$ cat src/rtl/mem_resp_pkg.sv
// Shared encodings for the instruction/data memory responder: request ops,
// FSM states and the one-hot fetch lane strobes.
package mem_resp_pkg;

  localparam logic [1:0] OP_READ    = 2'b00;
  localparam logic [1:0] OP_WRITE   = 2'b01;
  localparam logic [1:0] OP_FETCH   = 2'b10;
  localparam logic [1:0] OP_ILLEGAL = 2'b11;

  typedef enum logic [1:0] {
    ST_IDLE = 2'd0,
    ST_WAIT = 2'd1,
    ST_XFER = 2'd2
  } state_t;

  localparam logic [3:0] IRW_LANE0 = 4'b0001;
  localparam logic [3:0] IRW_LANE1 = 4'b0010;
  localparam logic [3:0] IRW_LANE2 = 4'b0100;
  localparam logic [3:0] IRW_LANE3 = 4'b1000;

  // Map a fetch byte index to the irwrite lane that assembles it into instr.
  function automatic logic [3:0] lane_strobe(input logic [1:0] k);
    logic [3:0] s;
    case (k)
      2'd0:    s = IRW_LANE0;
      2'd1:    s = IRW_LANE1;
      2'd2:    s = IRW_LANE2;
      default: s = IRW_LANE3;
    endcase
    return s;
  endfunction

endpackage

$ cat src/rtl/byte_ram.sv
// Byte-wide RAM: synchronous write, asynchronous read, contents never reset.
module byte_ram #(
  parameter int AW = 8,
  parameter int DW = 8
) (
  input  logic          clk,
  input  logic          we,
  input  logic [AW-1:0] wadr,
  input  logic [DW-1:0] wdata,
  input  logic [AW-1:0] radr,
  output logic [DW-1:0] rdata
);

  logic [DW-1:0] mem [2**AW];

  // Single write port; the caller has already chosen between init and request writes.
  always_ff @(posedge clk) begin
    if (we) mem[wadr] <= wdata;
  end

  assign rdata = mem[radr];

endmodule

$ cat src/rtl/instr_mem_responder.sv
// Memory-side responder for the 8-bit multicycle datapath. Serves byte
// reads, byte writes and 4-byte instruction fetches with a fixed number of
// wait states before every byte transfer. All response outputs are registered.
//
// Handshake: a request is taken on a rising clock edge where req_valid and
// req_ready are both high; req_ready is high only in IDLE with no preload
// write in progress, and req_valid while busy is simply ignored (no queue).
module instr_mem_responder
  import mem_resp_pkg::*;
#(
  parameter int AW          = 8,
  parameter int DW          = 8,
  parameter int WAIT_STATES = 1
) (
  input  logic          clk,
  input  logic          reset,
  input  logic          req_valid,
  output logic          req_ready,
  input  logic [1:0]    req_op,
  input  logic [AW-1:0] req_adr,
  input  logic [DW-1:0] req_wdata,
  output logic [DW-1:0] memdata,
  output logic [3:0]    irwrite,
  output logic          rdata_valid,
  output logic          done,
  output logic          err,
  input  logic          init_we,
  input  logic [AW-1:0] init_adr,
  input  logic [DW-1:0] init_data,
  output logic [1:0]    state_dbg
);

  localparam bit         HAS_WAIT = (WAIT_STATES > 0);
  localparam logic [3:0] WS_LAST  = 4'(WAIT_STATES > 0 ? WAIT_STATES - 1 : 0);

  state_t        state_q, state_d;
  logic [3:0]    cnt_q, cnt_d;
  logic [1:0]    k_q, k_d;
  logic [1:0]    op_q;
  logic [AW-1:0] adr_q;
  logic [DW-1:0] wdata_q;
  logic          accept;
  logic          last_xfer;

  logic          ram_we;
  logic [AW-1:0] ram_wadr;
  logic [DW-1:0] ram_wdata;
  logic [AW-1:0] ram_radr;
  logic [DW-1:0] ram_rdata;

  assign req_ready = (state_q == ST_IDLE) && !init_we;
  assign accept    = req_valid && req_ready;
  assign state_dbg = state_q;

  // Fetch bytes walk from the base address; the AW-bit add wraps naturally.
  assign ram_radr  = adr_q + AW'(k_q);

  // Preload writes only land in IDLE and request writes only in XFER, so the
  // two sources never collide.
  assign ram_we    = ((state_q == ST_IDLE) && init_we) ||
                     ((state_q == ST_XFER) && (op_q == OP_WRITE));
  assign ram_wadr  = (state_q == ST_IDLE) ? init_adr  : adr_q;
  assign ram_wdata = (state_q == ST_IDLE) ? init_data : wdata_q;

  byte_ram #(.AW(AW), .DW(DW)) u_ram (
    .clk   (clk),
    .we    (ram_we),
    .wadr  (ram_wadr),
    .wdata (ram_wdata),
    .radr  (ram_radr),
    .rdata (ram_rdata)
  );

  // State, wait counter and byte index registers.
  always_ff @(posedge clk or negedge reset) begin
    if (!reset) begin
      state_q <= ST_IDLE;
      cnt_q   <= '0;
      k_q     <= '0;
    end else begin
      state_q <= state_d;
      cnt_q   <= cnt_d;
      k_q     <= k_d;
    end
  end

  // Next-state logic: optional wait phase before each byte, one XFER cycle per byte.
  always_comb begin
    state_d   = state_q;
    cnt_d     = cnt_q;
    k_d       = k_q;
    last_xfer = 1'b0;
    case (state_q)
      ST_IDLE: begin
        if (accept) begin
          k_d     = '0;
          cnt_d   = '0;
          state_d = HAS_WAIT ? ST_WAIT : ST_XFER;
        end
      end
      ST_WAIT: begin
        if (cnt_q == WS_LAST) begin
          cnt_d   = '0;
          state_d = ST_XFER;
        end else begin
          cnt_d = cnt_q + 4'd1;
        end
      end
      ST_XFER: begin
        last_xfer = (op_q != OP_FETCH) || (k_q == 2'd3);
        if (last_xfer) begin
          state_d = ST_IDLE;
        end else begin
          k_d     = k_q + 2'd1;
          state_d = HAS_WAIT ? ST_WAIT : ST_XFER;
        end
      end
      default: state_d = ST_IDLE;
    endcase
  end

  // Request fields captured at accept and held for the whole transfer.
  always_ff @(posedge clk or negedge reset) begin
    if (!reset) begin
      op_q    <= OP_READ;
      adr_q   <= '0;
      wdata_q <= '0;
    end else if (accept) begin
      op_q    <= req_op;
      adr_q   <= req_adr;
      wdata_q <= req_wdata;
    end
  end

  // Registered response: strobes pulse for one cycle, memdata holds between transfers.
  always_ff @(posedge clk or negedge reset) begin
    if (!reset) begin
      memdata     <= '0;
      irwrite     <= '0;
      rdata_valid <= 1'b0;
      done        <= 1'b0;
      err         <= 1'b0;
    end else begin
      irwrite     <= '0;
      rdata_valid <= 1'b0;
      done        <= 1'b0;
      err         <= 1'b0;
      if (state_q == ST_XFER) begin
        done <= last_xfer;
        case (op_q)
          OP_READ: begin
            memdata     <= ram_rdata;
            rdata_valid <= 1'b1;
          end
          OP_FETCH: begin
            memdata <= ram_rdata;
            irwrite <= lane_strobe(k_q);
          end
          OP_ILLEGAL: err <= 1'b1;
          default: ;
        endcase
      end
    end
  end

endmodule

$ cat config.mk
export PLATFORM = sky130hd
export DESIGN_NAME = instr_mem_responder
export DESIGN_NICKNAME = d
export VERILOG_FILES = /design/src/rtl/mem_resp_pkg.sv /design/src/rtl/byte_ram.sv /design/src/rtl/instr_mem_responder.sv
export SDC_FILE = /design/constraint.sdc
export NUM_CORES = 2
export LEC_CHECK = 0
export ABC_AREA = 0
export CORE_UTILIZATION = 45
export DETAILED_ROUTE_END_ITERATION = 10
export DONT_BUFFER_PORTS = 1
export GPL_TIMING_DRIVEN = 0
export SLEW_MARGIN = 0
export SYNTH_ARGS = -nofsm -noshare
export SYNTH_HDL_FRONTEND = slang
export SYNTH_SLANG_ARGS = --single-unit
$ cat constraint.sdc
create_clock -name clk -period 5.9 [get_ports clk]
set_input_delay 1.18 -clock clk [delete_from_list [all_inputs] [get_ports clk]]
set_output_delay 1.18 -clock clk [all_outputs]
set_load 0.02 [all_outputs]
# After elaboration in Yosys (flattened, before gate mapping)
# Memory sizes are Yosys's and may differ from the RTL's. A register that Yosys moved wholly into a read port is not among the register bits.
# Cells that the tools add are included.
# classes
addsub	3
n_reduce_logical	19
n_eq_ne	12
mux	22
# op_table
operator	n
2-to-1 mux 4 bit	4
2-to-1 mux 8 bit	2
one-hot mux 4 bit (3 select lines)	1
equality test 2 bit, second input constant	5
adder 8 x 2 -> 8 bit	1
2-to-1 mux 1 bit	8
2-to-1 mux 2 bit	4
!= test 2 bit, second input constant	4
one-hot mux 4 bit (2 select lines)	1
equality test 2 x 1 -> 1 bit, second input constant	3
zero test 2 bit	3
one-hot mux 2 bit (3 select lines)	1
AND reduction 2 bit	3
adder 4 x 1 -> 4 bit, second input constant	1
logical AND 1 bit	4
zero test 4 bit	1
one-hot mux 2 bit (2 select lines)	1
nonzero test 2 bit	2
AND reduction 3 bit	1
adder 2 x 1 -> 2 bit, second input constant	1
zero test 1 bit	2
logical OR 1 bit	2
OR reduction 2 bit	1
# totals
word_cells	67
output_inout_bits	18
regBits	33
memories	1
mem_bits_rw	2048
inputBits	38
# mem_list
name	depth	word_bits	read_ports	rd_ports_with_merged_regs	wr	line_no	source
u_ram.mem	256	8	1	1	1	byte_ram.sv:14	logic [DW-1:0] mem [2**AW];

# Logic depth before layout (Yosys ltp)
# logic_depth
depth_word	5
mapped_depth	15
ltp_nobuf	10

# Hierarchy
# A second synthesis with hierarchy kept.
# unflattened
cells_unflattened	3885
area_unflattened_um2	81469.4
# by_module_without_submodules
module	seq_area_each_um2	area_each_um2	cells_per_inst	n_inst
byte_ram	61499.0	79396.1	3725	1
instr_mem_responder	1026.0	2073.2	160	1

# Worst setup path after synthesis
# Ideal clock, no wire load.
# synth_path
path_kind	reg-to-reg
from	reg state_q[1] (netlist: state_dbg[1])
to	mem u_ram.mem[0][0], data pin
setup_time_ns	0.823
path_buffers	2
arrival_time_ns	4.312
required_ns	5.077
stages_incl_launch_ff	6
setup_slack_ns	0.765
synth_period_minus_slack_ns	5.135
path_cell_list	dfrtp_1 or2_2 clkbuf_1 clkbuf_1 nand2_1 nand2_1
# synth_via
elab_chain_cells	2
# synth_lines
element	line_no	source
start, declared	instr_mem_responder.sv:36	state_t state_q, state_d;
start signal, assigned	instr_mem_responder.sv:81	state_q <= state_d;
zero test 2 bit	instr_mem_responder.sv:63	assign ram_wdata = (state_q == ST_IDLE) ? init_data : wdata_q;
2-to-1 mux 8 bit	instr_mem_responder.sv:63	
named net ram_wdata[0]	instr_mem_responder.sv:47	logic [DW-1:0] ram_wdata;
end, declared	byte_ram.sv:14	
# The timed path passes the listed nets, and every way through them passes these cells.

# Worst setup path after layout
# layout_path
from	reg k_q[0]
to	reg memdata[2] (read register of u_ram.mem)
# layout_via
elab_chain_cells	1
# layout_lines
element	line_no	source
start, declared	instr_mem_responder.sv:38	logic [1:0] k_q, k_d;
start signal, assigned	instr_mem_responder.sv:83	k_q <= k_d;
adder 8 x 2 -> 8 bit	instr_mem_responder.sv:56	assign ram_radr = adr_q + AW'(k_q);
end, declared	instr_mem_responder.sv:22	output logic [DW-1:0] memdata,
# Every way passes these cells.
# A chain may end at the register's enable or synchronous reset.

==> results.md <==
- Startpoint of the worst setup timing path: k_q[0]
- Synth area leader: edfxtp_1
- Top cells by count, synth: 2048 x edfxtp_1, 596 x mux4_2, 292 x nor2_1, 251 x nand2_1, 103 x clkbuf_1
- Die H: 428 um
- Via count: 42200
- Most numerous cell in the Yosys netlist: edfxtp_1
- Final cell count without fillers: 6565
- Die Footprint: 0.183 mm2
- Worst Tran Pin Value: 1.52 ns
- Leak pwr: 28.6 nW
- DRT Pass-1 Iters: 6
- Fin crit share: 99.9%
- CTS Buf Count: 209
- Routed Antenna Nets: 0
- Switching power share of the total: 37.8%
- Core Region: 0.179 mm2
- Register area share after synthesis: 76.6%
- Max_cap viols: 3
- DR vias/cell: 6.43
- Multi-input gate area: 0.0181 mm2
- Syn Std Cell Area: 0.0816 mm2
- CP Capture Type: flop
- Tot GR Track Use: 28.4%
- Period minus WS final: 5.89 ns
- Rows: 155
- Share of cells above drive strength 1: 25.3%
- Num ports: 56
- Power density over cell area: 556 mW/mm2
- Part of the power in the clock network: 24.8%
- Final Cell Area: 0.0918 mm2
- Routability Congestion: 0.995
- Fmax achieved: 0.170 GHz
- Setup Skew: 0.0423 ns
- IO buf count: 0
- DRT Wirelength: 261000 um
- Initial cell density of the core: 45.5%
- Clk slew on worst S/H paths: 0.07 ns
- Worst-path fanout max: 10
- DR WL/cell: 39.7 um
- Root Driver: clkbuf_16
- CTS tree: yes
- 1st-iter DRT viols: 6920
- Launching point of the worst reg2reg path: k_q[0]
- Final hold vios: 0
- Dpl cells: 6181
- Area Growth Syn to Fin: 12.5%
- Internal power of the cells: 31.8 mW
- Outcome: finished, violations left
- DRC: 0
- Top cell type's share of synthesized area: 75.4%
- Peak supply drop: 0.384 mV
- Synth Flop Type: edfxtp_1
- Vias in the first global route: 40900
- CP required: 6.64 ns
- Critical Path Start Type: flop
- Worst slew margin: -1.37%
- Count of pins over their slew limit: 11
- RSZ-0062 raised after global routing: false
- CP arrival: 6.63 ns
- Worst hold path class: in2async
- Syn Nets: 3846
- Post-synth ARST share: 1.96%
- Total grt overflow: 0
- Clock sink count: 2089
- Netlist cell types: 55
- Initial antenna violation count: 16
- # setup viols final: 0
- First-pass GRT wire length: 350000 um
- Fill cells: 14100
- NetSw: 19.3 mW
- Worst skew pair latency: 0.87 ns
- Setup tns final: 0 ns
- Storage cell area: 0.0625 mm2
- H-tree levels: 4
- Failing checks: capacitance limit, slew limit
- Nets: 4086
- DPL Wire Length: 175000 um
- CP Class: reg2reg
- Cell chain of the critical path: ha_1, inv_1, fa_1, buf_2, buf_4, clkbuf_1, clkbuf_1, mux4_2, mux4_2, mux2i_1, a32oi_1, nand3_1, nand4_1
- Post-Syn Instances: 3798
- Comb pwr share: 40.1%
- Synthesized flop and latch total: 2089
- Die Span X: 428 um
- Post-synth EDFFs: 2048
- Slowest stage cell, crit path: clkbuf_1
- Placed cell area: 0.0854 mm2
- Max incr delay on CP: 0.99 ns
- Synthesized area per cell: 21.5 um2
- Seq pwr share: 35.1%
- Synth Warn #: 0
- Clk buf depth: 3
- Dominant cells by area after synthesis: edfxtp_1 75%, mux4_2 16%, nor2_1 1.3%, dfrtp_1 1.3%, nand2_1 1.2%
- Hold slack: 0.159 ns
- Largest net degree at the start of global routing: 100
==> layout make-up <==
class,count,share of cell area [%]
Antenna cell,8,0.0218
Buffer,217,1.20
Clock buffer,278,6.02
Clock inverter,97,0.954
Inverter,7,0.0286
Multi-Input combinational cell,1484,19.7
Sequential cell,2089,68.1
Tap cell,2355,3.21
Timing Repair Buffer,30,0.780
==> sequential cells by signal, summed over array words and instances, names as in the netlist <==
register / flops
wdata_q: 8
k_q: 2
rdata_valid: 1
memdata: 8
adr_q: 8
cnt_q: 4
op_q: 2
state_dbg: 2
irwrite: 4
u_ram.mem: 2048
err: 1
done: 1
==> power groups by stage <==
stage	logic (mW)	clock network [mW]	registers, mW
floorplan	10.9	0	18.6
global placement	19.7	0	19.2
detailed placement	20.2	0	18.2
CTS	20.2	12.7	17.9
global route	20.7	13.3	17.9
finish	20.5	12.7	17.9
==> through the flow <==
stage	util, %	setup WS (ns)	power (mW)
2_1_floorplan	-	0.765	29.5
3_3_place_gp	47.2	-3.89	39.0
3_5_place_dp	47.6	-0.171	38.4
4_1_cts	51.2	0.135	50.9
5_1_grt	51.2	0.00518	51.9
6_report	51.2	0.00745	51.0
==> layout by cell type, fill, tap and decap left out, drive strengths merged, types with 27 or more instances in the layout <==
cell type	Yosys	routed
edfxtp	2048	2048
mux4	596	596
clkbuf	103	380
nor2	292	292
nand2	251	251
buf	115	145
clkinv	0	83
nand3	61	61
dfrtp	41	41
mux2i	27	27
==> kinds of logic after synthesis <==
logic type      share of synthesized area (%)
compound gates                           1.16
fa+ha+maj                               0.163
xor+xnor                               0.0613
flops                                    76.6
simple gates                             3.59
mux                                      17.1
buf+inv                                  1.35
==> worst max-delay path, delay by kind of cell (launching register included) <==
family,cells,cell delay (ns)
buf+inv,5,2.48
mux,3,1.25
fa+ha+maj,2,0.74
flops,1,0.53
simple gates,2,0.46
compound gates,1,0.28
==> worst paths after layout <==
kind                       depth (start not counted)  slack (ns)         end
max                                               13       0.007  memdata[2]
min                                                1        0.16  irwrite[0]
max reg2reg                                       13       0.007  memdata[2]
min reg2reg                                        1        0.50    cnt_q[3]
max in group asynchronous                          1        5.51  memdata[1]
min in group clk                                   2        0.44    adr_q[6]
==> routing by layer <==
metal / wire [um] / global-route usage (%)
met5: 34 / 0
met4: 14500 / 14.1
met3: 28400 / 8.10
met1: 99700 / 38.6
met2: 118000 / 42.3
==> timing repair <==
item,in CTS,in global routing
setup endpoints to repair,1,0
hold buffers,1,0
gates resized for setup,0,0
endpoints found under the hold margin,41,0
buffers inserted,0,0
Note: power is estimated with default switching activity, not from simulation.
